$ cat src/rtl/srv32_mem_arbiter.sv
// Arbitrates instruction-read, data-read and data-write channels of the srv32 core onto one
// single-ported memory bus: data first, with a bounded wait for instruction fetches.
module srv32_mem_arbiter #(
  parameter int unsigned STARVE_LIMIT = 4,
  parameter int unsigned AW           = 32
) (
  input  logic          clk,
  input  logic          resetb,
  input  logic          imem_ready,
  input  logic [AW-1:0] imem_addr,
  output logic          imem_valid,
  output logic          imem_rresp,
  output logic [31:0]   imem_rdata,
  input  logic          dmem_wready,
  input  logic [AW-1:0] dmem_waddr,
  input  logic [31:0]   dmem_wdata,
  input  logic [3:0]    dmem_wstrb,
  output logic          dmem_wvalid,
  input  logic          dmem_rready,
  input  logic [AW-1:0] dmem_raddr,
  output logic          dmem_rvalid,
  output logic          dmem_rresp,
  output logic [31:0]   dmem_rdata,
  output logic          mem_req,
  output logic          mem_we,
  output logic [AW-1:0] mem_addr,
  output logic [31:0]   mem_wdata,
  output logic [3:0]    mem_wstrb,
  input  logic          mem_gnt,
  input  logic          mem_rvalid,
  input  logic          mem_rresp,
  input  logic [31:0]   mem_rdata
);

  localparam logic [1:0] S_IDLE = 2'd0;
  localparam logic [1:0] S_REQ  = 2'd1;
  localparam logic [1:0] S_RESP = 2'd2;
  localparam logic [1:0] S_ACK  = 2'd3;

  localparam logic [1:0] CH_I = 2'd0;
  localparam logic [1:0] CH_R = 2'd1;
  localparam logic [1:0] CH_W = 2'd2;

  localparam logic [3:0] LIMIT = 4'(STARVE_LIMIT);

  logic [1:0] r_state;
  logic [1:0] r_chan;
  logic [3:0] r_starve_cnt;

  logic       w_any_req;
  logic [1:0] w_win;

  always_comb begin
    w_any_req = imem_ready | dmem_rready | dmem_wready;
    if (imem_ready && (r_starve_cnt == LIMIT)) begin
      w_win = CH_I;
    end else if (dmem_wready) begin
      w_win = CH_W;
    end else if (dmem_rready) begin
      w_win = CH_R;
    end else begin
      w_win = CH_I;
    end
  end

  always_ff @(posedge clk or posedge resetb) begin
    if (resetb) begin
      r_state      <= S_IDLE;
      r_chan       <= CH_I;
      r_starve_cnt <= 4'd0;
      mem_req      <= 1'b0;
      mem_we       <= 1'b0;
      mem_addr     <= '0;
      mem_wdata    <= 32'd0;
      mem_wstrb    <= 4'd0;
      imem_valid   <= 1'b0;
      imem_rresp   <= 1'b0;
      imem_rdata   <= 32'd0;
      dmem_wvalid  <= 1'b0;
      dmem_rvalid  <= 1'b0;
      dmem_rresp   <= 1'b0;
      dmem_rdata   <= 32'd0;
    end else begin
      imem_valid  <= 1'b0;
      dmem_rvalid <= 1'b0;
      dmem_wvalid <= 1'b0;
      case (r_state)
        S_IDLE: begin
          if (w_any_req) begin
            r_chan    <= w_win;
            mem_req   <= 1'b1;
            mem_we    <= (w_win == CH_W);
            mem_addr  <= (w_win == CH_W) ? dmem_waddr :
                         (w_win == CH_R) ? dmem_raddr : imem_addr;
            mem_wdata <= (w_win == CH_W) ? dmem_wdata : 32'd0;
            mem_wstrb <= (w_win == CH_W) ? dmem_wstrb : 4'd0;
            r_state   <= S_REQ;
            // Counter tracks data wins that bypassed a waiting fetch.
            if (w_win == CH_I) begin
              r_starve_cnt <= 4'd0;
            end else if (imem_ready && (r_starve_cnt < LIMIT)) begin
              r_starve_cnt <= r_starve_cnt + 4'd1;
            end
          end else if (!imem_ready) begin
            r_starve_cnt <= 4'd0;
          end
        end
        S_REQ: begin
          if (mem_gnt) begin
            mem_req <= 1'b0;
            if (mem_we) begin
              dmem_wvalid <= 1'b1;
              r_state     <= S_ACK;
            end else begin
              r_state <= S_RESP;
            end
          end
        end
        S_RESP: begin
          if (mem_rvalid) begin
            if (r_chan == CH_I) begin
              imem_rdata <= mem_rdata;
              imem_rresp <= mem_rresp;
              imem_valid <= 1'b1;
            end else begin
              dmem_rdata  <= mem_rdata;
              dmem_rresp  <= mem_rresp;
              dmem_rvalid <= 1'b1;
            end
            r_state <= S_ACK;
          end
        end
        default: r_state <= S_IDLE;
      endcase
    end
  end

endmodule
$ cat config.mk
export PLATFORM = sky130hd
export DESIGN_NAME = srv32_mem_arbiter
export DESIGN_NICKNAME = d
export VERILOG_FILES = /design/src/rtl/srv32_mem_arbiter.sv
export SDC_FILE = /design/constraint.sdc
export NUM_CORES = 1
export LEC_CHECK = 0
export ABC_AREA = 1
export CORE_ASPECT_RATIO = 0.75
export CORE_UTILIZATION = 38
export DETAILED_ROUTE_END_ITERATION = 10
export GPL_TIMING_DRIVEN = 0
export HOLD_SLACK_MARGIN = 0.12
export PLACE_DENSITY_LB_ADDON = 0.2
export SETUP_SLACK_MARGIN = 0.05
export SKIP_LAST_GASP = 1
export SYNTH_ARGS = -nofsm -noshare
export SYNTH_HDL_FRONTEND = slang
export SYNTH_SLANG_ARGS = --single-unit
$ cat constraint.sdc
create_clock -name clk -period 4.5 [get_ports clk]
set_clock_uncertainty 0.2 [all_clocks]
set_input_delay 0.675 -clock clk [delete_from_list [all_inputs] [get_ports clk]]
set_output_delay 0.675 -clock clk [all_outputs]
set_load 0.02 [all_outputs]
Word-level counts from Yosys, hierarchy flattened
Cells that the tools add are included.
{"block": "word_totals", "ram_bits": 0, "reg_bits": 147, "latch_bits": 0, "n_memories": 0, "rom_bits": 0}
{"block": "classes", "eq_ne": 10, "bitwise": 3, "n_shift": 0, "mul": 0, "add_sub_neg": 1, "n_lt_le_gt_ge": 1, "n_mux": 28, "reduce_logical": 12, "n_div": 0}
{"operator": "$mux W32", "n": 3}
{"operator": "$mux W4", "n": 5}
{"operator": "$reduce_and A3 Y1", "n": 5}
{"operator": "$mux W1", "n": 13}
{"operator": "$mux W2", "n": 5}
{"operator": "$logic_not A2 Y1", "n": 3}
{"operator": "$ne A2 B2 Y1 const B", "n": 3}
{"operator": "$pmux W2 S3", "n": 1}
{"operator": "$add A4 B1 Y4 const B", "n": 1}
{"operator": "$eq A2 B1 Y1 const B", "n": 2}
{"operator": "$eq A2 B2 Y1 const B", "n": 2}
{"operator": "$eq A4 B3 Y1 const B", "n": 1}
{"operator": "$lt A4 B3 Y1 const B", "n": 1}
{"operator": "$ne A3 B1 Y1 const B", "n": 1}
{"operator": "$logic_and A1 B1 Y1", "n": 2}
{"operator": "$ne A2 B1 Y1 const B", "n": 1}
{"operator": "$or A1 B1 Y1", "n": 2}
{"operator": "$pmux W1 S2", "n": 1}
{"operator": "$reduce_and A2 Y1", "n": 1}
{"operator": "$reduce_bool A2 Y1", "n": 1}
{"operator": "$not A1 Y1", "n": 1}

Logic depth before layout (Yosys ltp)
{"block": "logic_depth", "word_depth": 6, "ltp_mapped": 12, "depth_no_buf": 10}

Worst setup path after synthesis
Ideal clock, no wire load.
{"block": "synth_path", "path_kind": "input -> register", "startpoint": "in dmem_wready", "endpoint": "reg mem_addr[18]", "setup_slack_ns": 2.699, "t_arrival_ns": 1.485, "setup_ns": 0.116, "path_stages": 10, "required_time_ns": 4.184, "path_buffers": 2, "path_cell_list": "buf_4 > inv_2 > nand2_1 > nor2_2 > nor2_4 > buf_4 > nand2_1 > clkinv_1 > nand2_1 > nand2_1"}
{"block": "synth_between", "elab_chain_cells": 5, "word_cells_on_any_way": 8, "classes_between": "2 x eq/ne; 4 x mux; 1 x bitwise; 1 x reduce/logical"}
{"element": "from (decl)", "line_no": "14", "rtl": "input logic dmem_wready,"}
{"element": "$mux W2", "line_no": "57", "rtl": "end else if (dmem_wready) begin"}
{"element": "$mux W2", "line_no": "55", "rtl": "if (imem_ready && (r_starve_cnt == LIMIT)) begin"}
{"element": "$eq A2 B1 Y1", "line_no": "94", "rtl": "(w_win == CH_R) ? dmem_raddr : imem_addr;"}
{"element": "$mux W32", "line_no": "94"}
{"element": "$mux W32", "line_no": "93", "rtl": "mem_addr <= (w_win == CH_W) ? dmem_waddr :"}
{"element": "to (signal assigned)", "line_no": "93"}
{"element": "to (decl)", "line_no": "26", "rtl": "output logic [AW-1:0] mem_addr,"}
Parallel ways exist; a longest one is shown, timed or not.
A chain may end at the register's enable or synchronous reset.

Worst setup path after layout
{"block": "layout_path", "startpoint": "reg mem_we", "endpoint": "out mem_we"}
{"element": "from (decl)", "line_no": "25", "rtl": "output logic mem_we,"}
{"element": "from (signal assigned)", "line_no": "92", "rtl": "mem_we <= (w_win == CH_W);"}
No word-level cell between the ends.

==> results by group <==
Synthesis
  – Register area share after synthesis: 0.5383
  – Syn Nets: 1040
  – YS warnings: 0
  – Syn_area_per_cell: roughly 8 µm²
  – Cells after Synth: roughly 860
  – Synth cell types: 26
  – Cell area after synthesis: roughly 6800 µm²
  – #FFs+latches synth: 147

Timing
  – Final setup TNS: 0 ns
  – Max Fclk: 0.4305 GHz
  – Max-slew violations: 0
  – Slew @ Worst Pin: around 0.9 ns
  – Final setup viols: 0
  – Post-route setup slack: roughly 2.2 ns
  – Min Hold Slack: around 0.28 ns
  – Tmin final: roughly 2.3 ns
  – Final hold vios: 0
  – Rel. slew slack: 0.4144
  – Period utilization: 0.5162
  – RSZ-0062 raised after global routing: no

Global routing
  – GRT Residual Overflow: 0
  – First-pass GRT wire length: roughly 33000 µm
  – Initial antenna violation count: 0
  – Largest net degree at the start of global routing: 40
  – Number of global-route vias before repair: around 6400
  – Total track usage: 0.2301

Hold path
  – Min-delay src: mem_addr[22]$_DFFE_PP0P_
  – Worst Hold Class: flip-flop to flip-flop
  – Hold depth: 2
  – Worst Hold End: mem_addr[22]$_DFFE_PP0P_

Cells and area
  – Post-layout util: 0.6176
  – NumNets Final: 1371
  – Number of diodes: 0
  – P&R area growth vs syn: 59.08%
  – Most common cell after layout, fill and taps aside: clkdlybuf4s50_1
  – Fin cells: between 1000 and 1500
  – Fin area: approximately 11000 µm²
  – Layout cells sized above 1: 0.06894
  – Commonest cells after routing, fill and taps aside: clkdlybuf4s50_1, nand2_1, dfrtp_1, inv_1, nand3_1

Place
  – Post-place setup slack: slightly below 2 ns
  – Placed insts: 1416
  – Placed Area: 10290 µm²
  – Port Buf Inserts: 309
  – HPWL after detailed placement: around 16000 µm
  – Final GP Congestion: between 0.7 and 0.8

Route
  – Pre-antenna DRT Iters: 4
  – Drt drc: 0
  – Routed len/inst: about 14 µm
  – Final ANT Viol Nets: 0
  – Drt initial violations: approximately 360
  – Vias per cell: between 4 and 5
  – Via Count: roughly 6600
  – DRT Wirelength: between 20000 and 25000 µm

Worst setup path
  – Critical path, cell by cell: clkdlybuf4s50_1
  – CP bufs+invs: 1
  – CP Class: flip-flop to primary output
  – Crit end category: primary output
  – FF-to-FF End: mem_wdata[24]$_DFFE_PP0P_
  – Crit path arrival time: roughly 1.5 ns
  – Worst Path Max Fanout: 3
  – Critical-path top delay cell: clkdlybuf4s50_1
  – R2R setup slack: about 2.6 ns
  – CP required: ~3.6 ns
  – R2R cell count: 9
  – Worst stage delay on the critical path: around 0.65 ns
  – Reg2reg start: r_starve_cnt[0]$_DFFE_PP0P_
  – Setup crit start kind: flip-flop
  – CP delay by family, top: buffers and inverters

Clock network
  – Clock Path Buffers: 2
  – Clk_lat worst skew: about 0.42 ns
  – Post-CTS Setup Inserts: 0
  – Num Clock Sinks: 147
  – TritonCTS clock tree: done
  – Post-CTS resize count: 0
  – Hold Buf Count CTS: 0
  – CTS Buf Count: 17
  – H-tree Lvls: 4
  – Worst-path clk slew: 0.06 ns
  – Clk root buf: clkbuf_16

Floorplanning
  – Horiz. Die Dim: ~160 µm
  – Initial Utilization: 0.3882
  – FP Rows: 42
  – Die height: between 100 and 150 µm
  – Area of the die: around 19000 µm²
  – I/O pins: about 310
  – Core area: about 18000 µm²

Power and ir drop
  – Sw Ratio: 0.3930
  – Flop pwr share: 0.316
  – Internal: approximately 4.2 mW
  – Total power: roughly 7 mW
  – Clock share of power: 0.202
  – Pwr Density: between 600 and 700 nW/µm²
  – Leak: ~5.3 nW
  – Maximum VDD drop: between 0.3 and 0.4 mV
  – Sw power: roughly 2.7 mW
  – Combinational fraction of design power: 0.481

Outcome
  – Run status: finished, final reports clean

Job
  – Maxcap violations: 0
[logic make-up after synthesis]
group | synth area share
simple gates | 0.2409
xor+xnor | 0.001282
buf+inv | 0.1252
compound gates | 0.08330
fa+ha+maj | 0.01098
flops | 0.5383
[state kept, by name, summed over array words and instances, names as in the netlist]
register and flops:
dmem_rdata 32, imem_rdata 32, mem_addr 32, mem_wdata 32, mem_wstrb 4, r_starve_cnt 4
r_chan 2, r_state 2, dmem_rresp 1, dmem_rvalid 1, dmem_wvalid 1, imem_rresp 1
imem_valid 1, mem_req 1, mem_we 1
[worst max path at each step]
stage / startpoint / endpoint / slack, ns / cells after the start
final: mem_we$_DFFE_PP0P_ / mem_we / 2.18 / 1
after global routing: mem_wdata[27]$_DFFE_PP0P_ / mem_wdata[27] / 2.12 / 1
after CTS: mem_wdata[27]$_DFFE_PP0P_ / mem_wdata[27] / 2.16 / 1
after detailed placement: imem_ready / mem_wdata[16]$_DFFE_PP0P_ / 1.97 / 8
after global placement: resetb / mem_addr[6]$_DFFE_PP0P_ / 0.40 / 2
after floorplan: resetb / dmem_rdata[0]$_DFFE_PP0P_ / 1.78 / 1
[power by group through the flow]
stage	clock network (mW)	registers [mW]	logic [mW]
CTS	1.44	2.21	3.41
global route	1.50	2.28	3.66
global placement	0	2.20	3.34
floorplan	0	2.87	1.10
finish	1.41	2.21	3.37
detailed placement	0	2.21	3.39
[layer usage]
metal | wire length (µm) | share of wire | track usage
met1 | 9199 | 0.44 | 0.2939
met2 | 9298 | 0.45 | 0.3625
met3 | 1798 | 0.087 | 0.07957
met4 | 411 | 0.020 | 0.07659
met5 | 0 | 0 | 0
[layout make-up]
type	instances	area, µm²
Buffer	48	290.3
Sequential cell	147	3679
Clock buffer	17	425.4
Timing Repair Buffer	312	3153
Clock inverter	13	152.6
Tap cell	242	302.8
Inverter	150	569.3
Fill cell	1591	6733
Multi-Input combinational cell	517	2300
[synthesized netlist by cell type]
master | number | share of area
nand2_1 | 287 | 0.16
dfrtp_1 | 147 | 0.54
inv_1 | 119 | 0.065
nand3_1 | 98 | 0.072
o21ai_0 | 70 | 0.051
o21ai_1 | 38 | 0.028
clkinv_1 | 27 | 0.015
buf_2 | 21 | 0.015
clkbuf_1 | 10 | 0.0055
buf_4 | 8 | 0.0088
buf_6 | 7 | 0.012
ha_1 | 6 | 0.011
nor2_1 | 5 | 0.0027
inv_2 | 3 | 0.0016
nor2_2 | 3 | 0.0027
nand2_2 | 2 | 0.0018
nor2_4 | 2 | 0.0033
a21boi_0 | 1 | 0.0011
a21oi_1 | 1 | 0.00073
a31o_2 | 1 | 0.0013
buf_1 | 1 | 0.00055
clkbuf_2 | 1 | 0.00073
inv_4 | 1 | 0.00092
o211ai_1 | 1 | 0.0011
or2_1 | 1 | 0.00092
xor2_1 | 1 | 0.0013
Power figures use the tool's default switching activity.
